===== src/rtl/path_delay_pkg.sv =====
// path_delay_pkg -- shared types for the path-delay filter.
//   chan_state_t : per-channel scheduler state (IDLE, PEND1, PEND2, GHOST)
//   slot_t       : one scheduled event {value, remaining, elapsed}
//   DEF_N_CH / DEF_CNT_W : default channel count and counter width
// Slot counters are MAX_CNT_W wide so one struct type serves any
// CNT_W <= MAX_CNT_W; saturation is applied at the CNT_W limit.
package path_delay_pkg;

    localparam int unsigned DEF_N_CH  = 4;
    localparam int unsigned DEF_CNT_W = 8;
    localparam int unsigned MAX_CNT_W = 32;

    typedef logic [MAX_CNT_W-1:0] cnt_t;

    typedef enum logic [1:0] {
        IDLE  = 2'd0,
        PEND1 = 2'd1,
        PEND2 = 2'd2,
        GHOST = 2'd3
    } chan_state_t;

    typedef struct packed {
        logic value;
        cnt_t rem;
        cnt_t elapsed;
    } slot_t;

    // One cycle of ageing: remaining counts down (never below 1, so a
    // transport event queued behind a slower one matures right after it),
    // elapsed counts up and saturates at sat.
    function automatic slot_t count_slot(slot_t s, cnt_t sat);
        slot_t r;
        r = s;
        if (s.rem > cnt_t'(1))
            r.rem = s.rem - cnt_t'(1);
        if (s.elapsed < sat)
            r.elapsed = s.elapsed + cnt_t'(1);
        return r;
    endfunction

endpackage


===== src/rtl/path_delay_chan.sv =====
// path_delay_chan -- one channel of the path-delay filter.
//   clk, rst_n        : clock, asynchronous active-low reset
//   in_i              : raw channel input
//   rise_dly_i/fall_dly_i : delay for 0->1 / 1->0 events (0 treated as 1)
//   reject_lim_i      : narrower pulses vanish silently
//   error_lim_i       : narrower pulses (>= reject) are cancelled/reported
//   on_detect_i       : report cancellation at detection (1) or at the
//                       cancelled event's scheduled time (0)
//   show_cancel_i     : enable cancel_o reporting
//   out_o             : delayed, filtered output (registered)
//   cancel_o, ovf_o   : one-cycle pulses for cancellation / queue overflow
module path_delay_chan
    import path_delay_pkg::*;
#(
    parameter int unsigned CNT_W = DEF_CNT_W
) (
    input  logic             clk,
    input  logic             rst_n,
    input  logic             in_i,
    input  logic [CNT_W-1:0] rise_dly_i,
    input  logic [CNT_W-1:0] fall_dly_i,
    input  logic [CNT_W-1:0] reject_lim_i,
    input  logic [CNT_W-1:0] error_lim_i,
    input  logic             on_detect_i,
    input  logic             show_cancel_i,
    output logic             out_o,
    output logic             cancel_o,
    output logic             ovf_o
);

    localparam cnt_t SAT = cnt_t'((64'd1 << CNT_W) - 64'd1);

    chan_state_t state, state_n;
    slot_t       slot_a, slot_b, a_n, b_n, new_ev;
    logic        in_q, edge_det;
    logic        out_n, cancel_n, cancel_dly, cancel_dly_n, ovf_n, ovf_dly, ovf_dly_n;
    cnt_t        dly_raw, rej, err;

    assign edge_det = in_i ^ in_q;
    assign dly_raw  = in_i ? cnt_t'(rise_dly_i) : cnt_t'(fall_dly_i);
    assign rej      = cnt_t'(reject_lim_i);
    assign err      = cnt_t'(error_lim_i);

    always_comb begin
        new_ev.value   = in_i;
        new_ev.rem     = (dly_raw == '0) ? cnt_t'(1) : dly_raw;
        new_ev.elapsed = '0;
    end

    // Two phases per cycle: age the slots and retire a matured slot A,
    // then handle an input edge starting from the state that leaves.
    // After phase one a_n.elapsed already equals A.elapsed+1, i.e. the
    // width of the pulse that this edge terminates.
    always_comb begin
        state_n      = state;
        a_n          = slot_a;
        b_n          = slot_b;
        out_n        = out_o;
        cancel_n     = cancel_dly;
        cancel_dly_n = 1'b0;
        ovf_n        = ovf_dly;
        ovf_dly_n    = 1'b0;

        case (state)
            PEND1: begin
                if (slot_a.rem == cnt_t'(1)) begin
                    out_n   = slot_a.value;
                    a_n     = '0;
                    state_n = IDLE;
                end else begin
                    a_n = count_slot(slot_a, SAT);
                end
            end
            PEND2: begin
                if (slot_a.rem == cnt_t'(1)) begin
                    out_n   = slot_a.value;
                    a_n     = count_slot(slot_b, SAT);
                    b_n     = '0;
                    state_n = PEND1;
                end else begin
                    a_n = count_slot(slot_a, SAT);
                    b_n = count_slot(slot_b, SAT);
                end
            end
            GHOST: begin
                if (slot_a.rem == cnt_t'(1)) begin
                    cancel_n = 1'b1;
                    a_n      = '0;
                    state_n  = IDLE;
                end else begin
                    a_n = count_slot(slot_a, SAT);
                end
            end
            default: ;
        endcase

        if (edge_det) begin
            case (state_n)
                IDLE: begin
                    a_n     = new_ev;
                    state_n = PEND1;
                end
                GHOST: begin
                    cancel_n = 1'b1;
                    a_n      = new_ev;
                    state_n  = PEND1;
                end
                PEND1: begin
                    if (a_n.elapsed < rej) begin
                        a_n     = '0;
                        state_n = IDLE;
                    end else if (a_n.elapsed < err) begin
                        if (show_cancel_i && !on_detect_i) begin
                            state_n = GHOST;
                        end else begin
                            cancel_dly_n = show_cancel_i;
                            a_n          = '0;
                            state_n      = IDLE;
                        end
                    end else begin
                        b_n     = new_ev;
                        state_n = PEND2;
                    end
                end
                PEND2: begin
                    b_n       = '0;
                    ovf_dly_n = 1'b1;
                    state_n   = PEND1;
                end
                default: ;
            endcase
        end
    end

    always_ff @(posedge clk or negedge rst_n) begin
        if (!rst_n) begin
            state      <= IDLE;
            slot_a     <= '0;
            slot_b     <= '0;
            in_q       <= 1'b0;
            out_o      <= 1'b0;
            cancel_o   <= 1'b0;
            ovf_o      <= 1'b0;
            cancel_dly <= 1'b0;
            ovf_dly    <= 1'b0;
        end else begin
            state      <= state_n;
            slot_a     <= a_n;
            slot_b     <= b_n;
            in_q       <= in_i;
            out_o      <= out_n;
            cancel_o   <= cancel_n;
            ovf_o      <= ovf_n;
            cancel_dly <= cancel_dly_n;
            ovf_dly    <= ovf_dly_n;
        end
    end

endmodule


===== src/rtl/path_delay_filter.sv =====
// path_delay_filter -- N_CH independent delay/pulse-filter channels that
// share one configuration.
//   clk, rst_n   : clock, asynchronous active-low reset
//   in_i         : raw channel inputs [N_CH]
//   rise_dly_i, fall_dly_i, reject_lim_i, error_lim_i [CNT_W]
//   on_detect_i, show_cancel_i : cancellation reporting controls
//   out_o, cancel_o, ovf_o [N_CH] : per-channel outputs
module path_delay_filter
    import path_delay_pkg::*;
#(
    parameter int unsigned N_CH  = DEF_N_CH,
    parameter int unsigned CNT_W = DEF_CNT_W
) (
    input  logic             clk,
    input  logic             rst_n,
    input  logic [N_CH-1:0]  in_i,
    input  logic [CNT_W-1:0] rise_dly_i,
    input  logic [CNT_W-1:0] fall_dly_i,
    input  logic [CNT_W-1:0] reject_lim_i,
    input  logic [CNT_W-1:0] error_lim_i,
    input  logic             on_detect_i,
    input  logic             show_cancel_i,
    output logic [N_CH-1:0]  out_o,
    output logic [N_CH-1:0]  cancel_o,
    output logic [N_CH-1:0]  ovf_o
);

    for (genvar g = 0; g < N_CH; g++) begin : g_chan
        path_delay_chan #(
            .CNT_W (CNT_W)
        ) u_chan (
            .clk           (clk),
            .rst_n         (rst_n),
            .in_i          (in_i[g]),
            .rise_dly_i    (rise_dly_i),
            .fall_dly_i    (fall_dly_i),
            .reject_lim_i  (reject_lim_i),
            .error_lim_i   (error_lim_i),
            .on_detect_i   (on_detect_i),
            .show_cancel_i (show_cancel_i),
            .out_o         (out_o[g]),
            .cancel_o      (cancel_o[g]),
            .ovf_o         (ovf_o[g])
        );
    end

endmodule


===== config.mk =====
export PLATFORM = sky130hd
export DESIGN_NAME = path_delay_filter
export DESIGN_NICKNAME = d
export VERILOG_FILES = /design/src/rtl/path_delay_pkg.sv /design/src/rtl/path_delay_chan.sv /design/src/rtl/path_delay_filter.sv
export SDC_FILE = /design/constraint.sdc
export NUM_CORES = 2
export LEC_CHECK = 0
export ABC_AREA = 1
export ABC_CLOCK_PERIOD_IN_PS = 6200
export CORE_MARGIN = 4
export CORE_UTILIZATION = 70
export DETAILED_ROUTE_END_ITERATION = 6
export PLACE_DENSITY = 0.88
export SETUP_SLACK_MARGIN = 0.02
export SLEW_MARGIN = 15
export SYNTH_ARGS = -nofsm -noshare
export SYNTH_HDL_FRONTEND = slang
export SYNTH_SLANG_ARGS = --single-unit

===== constraint.sdc =====
create_clock -name clk -period 6.2 [get_ports clk]
set_input_delay 0.93 -clock clk [delete_from_list [all_inputs] [get_ports clk]]
set_output_delay 0.93 -clock clk [all_outputs]
set_load 0.02 [all_outputs]

==> results.ini <==
[clock_network]
clock-sinks=552
cts_tree=done
hold_buffers=0
postCtsSetupRepairBufs=0
clkTransAtPathRegs_ps=60
cts_buffers=61
cts_root_buffer=clkbuf_16
insertion_delay_ps=640
cts_resized=0
htree_levels=2
clk_path_buf_depth=3

[finish]
drive_gt1_share_pct=9.37
most-common-layout-cells=nand2_1 (1,195), nor2_1 (771), inv_1 (658)
instances_no_fill=6280
final_core_util_pct=75.7
final_common_cell=nand2_1
syn2layout_area_growth_pct=7.17
n_fill_cell=4258
nNetsFinal=5631

[synth]
synth_ff_type=dfrtp_1
syn_area_sq_um=38900
syn-num-nets=5693
synth_top_family_by_area=simple AND/OR/NAND/NOR gates
syn_avg_cell_area_sq_um=7.01
yosysWarnings=0
synthAdderAreaFrac_pct=3.61
synth_edf_count=0
synth_simple_gate_area_share_pct=31.8
synth.distinct_cells=70
synth_xor_area_share_pct=3.88
synth_cells=5541
synth_compound_area_share_pct=14.9
synth_async_sr_flop_share_pct=100
ys_ff_latch=552
synth_seq_area_share_pct=35.5
synthMuxAreaShare_pct=0.248

[sta]
hold_violations=0
slew_headroom_pct=20.8
setup_tns_ps=0
rsz0062_at_grt=false
fin_crit_sh_pct=87.4
worst_pin_slew_ps=1190
drv_slew=0
skew_ps=25.3
min_period_ps=5420
hold_slack_ps=302
setup_violations=0
fmax_mhz=185

[die]
die_width_microns=244
io_pins=52
rows=86
die_height_microns=244
initial_utilization_pct=70.7
die_area_sq_um=59300
core_sq_um=55000

[flow_run]
cap_violations=0

[route]
ant_nets=0
wire_per_inst_microns=17.8
route.vias.total=37900
drt_iter0_drc=4438
drc=18
post_drt_via_cell_ratio=6.04
drt-total-wl_mm=111
first_pass_iters=7

[pwr]
switching_share_pct=53.3
pwr-share-comb_pct=61.1
p_int_w=0.0112
power_frac_seq_pct=22.9
p_sw_w=0.0128
p_clk_share_pct=16.0
p_leak_nw=20.9
ir_worst_vdd_mv=0.355
power_density_nw_per_um2=577

[grt]
grt_pass1_vias=36500
grt_pass1_wl_mm=181
track_usage_pct=36.7
overflow=0
grt_max_degree=144
antenna_found_initial=2

[worst_setup_path]
crit_type=flop to flop
endpoint_kind=flop
cp-startpoint=g_chan[0].u_chan.state[0]
r2r_end=g_chan[0].u_chan.slot_a[9]
cp_max_fo=34
cp_data_required_time_ps=6770
critPathLaunchType=flop
r2r_start=g_chan[0].u_chan.state[0]
arrival_ps=5990
r2r_slack_ps=780
reg2regPathDepth=17

[placement]
place_inst=6163
dp_hpwl_mm=75.7
gp_congestion=0.980
io_buffers=51

[run_status]
status=finished with violations
violations=design-rule violations

[min_path]
hold_path_class=input pin to async pin

[metrics by stage]
stage	worst slack (ps)	total power, W	instance area, sq um
finish	781	0.0240	41600
global route	450	0.0258	41600
CTS	839	0.0237	41600
detailed placement	837	0.0197	39500
global placement	1090	0.0193	39500
floorplan	2710	0.0164	38900
[power by group through the flow]
stage | Sequential [W] | Combinational [W] | Clock (W)
floorplan | 0.00525 | 0.0111 | 0
global placement | 0.00548 | 0.0138 | 0
detailed placement | 0.00551 | 0.0142 | 0
CTS | 0.00546 | 0.0143 | 0.00385
global route | 0.00562 | 0.0162 | 0.00401
finish | 0.00550 | 0.0147 | 0.00384
[metal layers]
layer / GRT usage, % / routed length [microns] / vias up
met5: 0 / 0 / -
met2: 59.2 / 51500 / 2004
met4: 18.7 / 5670 / 0
met1: 48.2 / 44000 / 17700
met3: 6.10 / 10400 / 413
li1: - / - / 17800
[worst max path at each step]
stage	end	slack (ps)
detailed placement	g_chan[1].u_chan.slot_a[13]	840
global placement	g_chan[1].u_chan.slot_a[30]	1090
global route	g_chan[0].u_chan.slot_a[9]	450
CTS	g_chan[1].u_chan.slot_a[36]	840
finish	g_chan[0].u_chan.slot_a[9]	780
floorplan	g_chan[1].u_chan.slot_b[9]	2710
[synth_stat cells (6+ instances only)]
library cell	count	area share [%]
xnor2_1	40	0.90
o21a_1	9	0.17
o21ai_1	16	0.21
o221ai_1	21	0.47
nor2_4	70	2.0
a31oi_1	21	0.34
nor2_2	125	2.0
clkbuf_1	131	1.3
nor3_1	95	1.2
a21boi_1	11	0.21
nand3_2	11	0.28
buf_6	21	0.61
or2_2	51	0.82
o22ai_1	78	1.3
a22oi_1	68	1.3
nand2_2	19	0.31
inv_1	659	6.4
dfrtp_1	552	36
nand4_1	68	1.1
and2_1	9	0.14
nor4_1	31	0.50
o21ai_0	379	4.9
buf_4	13	0.25
a21oi_1	288	3.7
inv_2	56	0.54
nand2_1	1196	12
a21boi_0	19	0.37
buf_1	6	0.058
nand2_4	7	0.20
nor2_1	775	7.5
nand3b_1	9	0.17
buf_2	44	0.57
nand3_1	261	3.4
a32oi_1	7	0.16
xor2_1	132	3.0
o211ai_1	44	0.85
ha_1	112	3.6
[registers in the layout, indices dropped and copies added, names as in the netlist]
name                      flops
g_chan.u_chan.cancel_dly      4
g_chan.u_chan.slot_b        260
g_chan.u_chan.ovf_dly         4
g_chan.u_chan.slot_a        260
g_chan.u_chan.state           8
g_chan.u_chan.out_o           4
g_chan.u_chan.ovf_o           4
g_chan.u_chan.in_q            4
g_chan.u_chan.cancel_o        4
[worst max-delay path, stage by stage (launching register included)]
cell      delay (ps)
dfrtp_1          400
inv_1            110
ha_1             630
nor2_1           160
nor2_2           540
buf_4            370
inv_1            380
o211ai_1         340
nand2_1           80
nand2_1           60
nor2_1            40
nand2_1          110
nor2_4            70
nand3_2          110
nand3_2          640
nand2_2          900
nand3_1          240
inv_1            140
[area by class of cell]
cell class                 instances  area [sq um]  area share [%]
sequential                       552         13800            33.2
antenna                            3          7.51          0.0180
inverter                         722          2720            6.53
timing repair buffer              95           883            2.12
tap                              748           936            2.25
multi-input combinational       4047         21200            50.9
clock buffer                      88          1780            4.28
clock inverter                    25           312           0.748
[logic make-up (layout without fill, tap and decap cells)]
family	count (synthesis)	in the layout
fa+ha+maj	112	112
other cells	0	3
compound gates	1004	1004
xor+xnor	172	172
mux	9	9
buf+inv	942	930
simple gates	2750	2750
flops	552	552
Power figures use the tool's default switching activity.
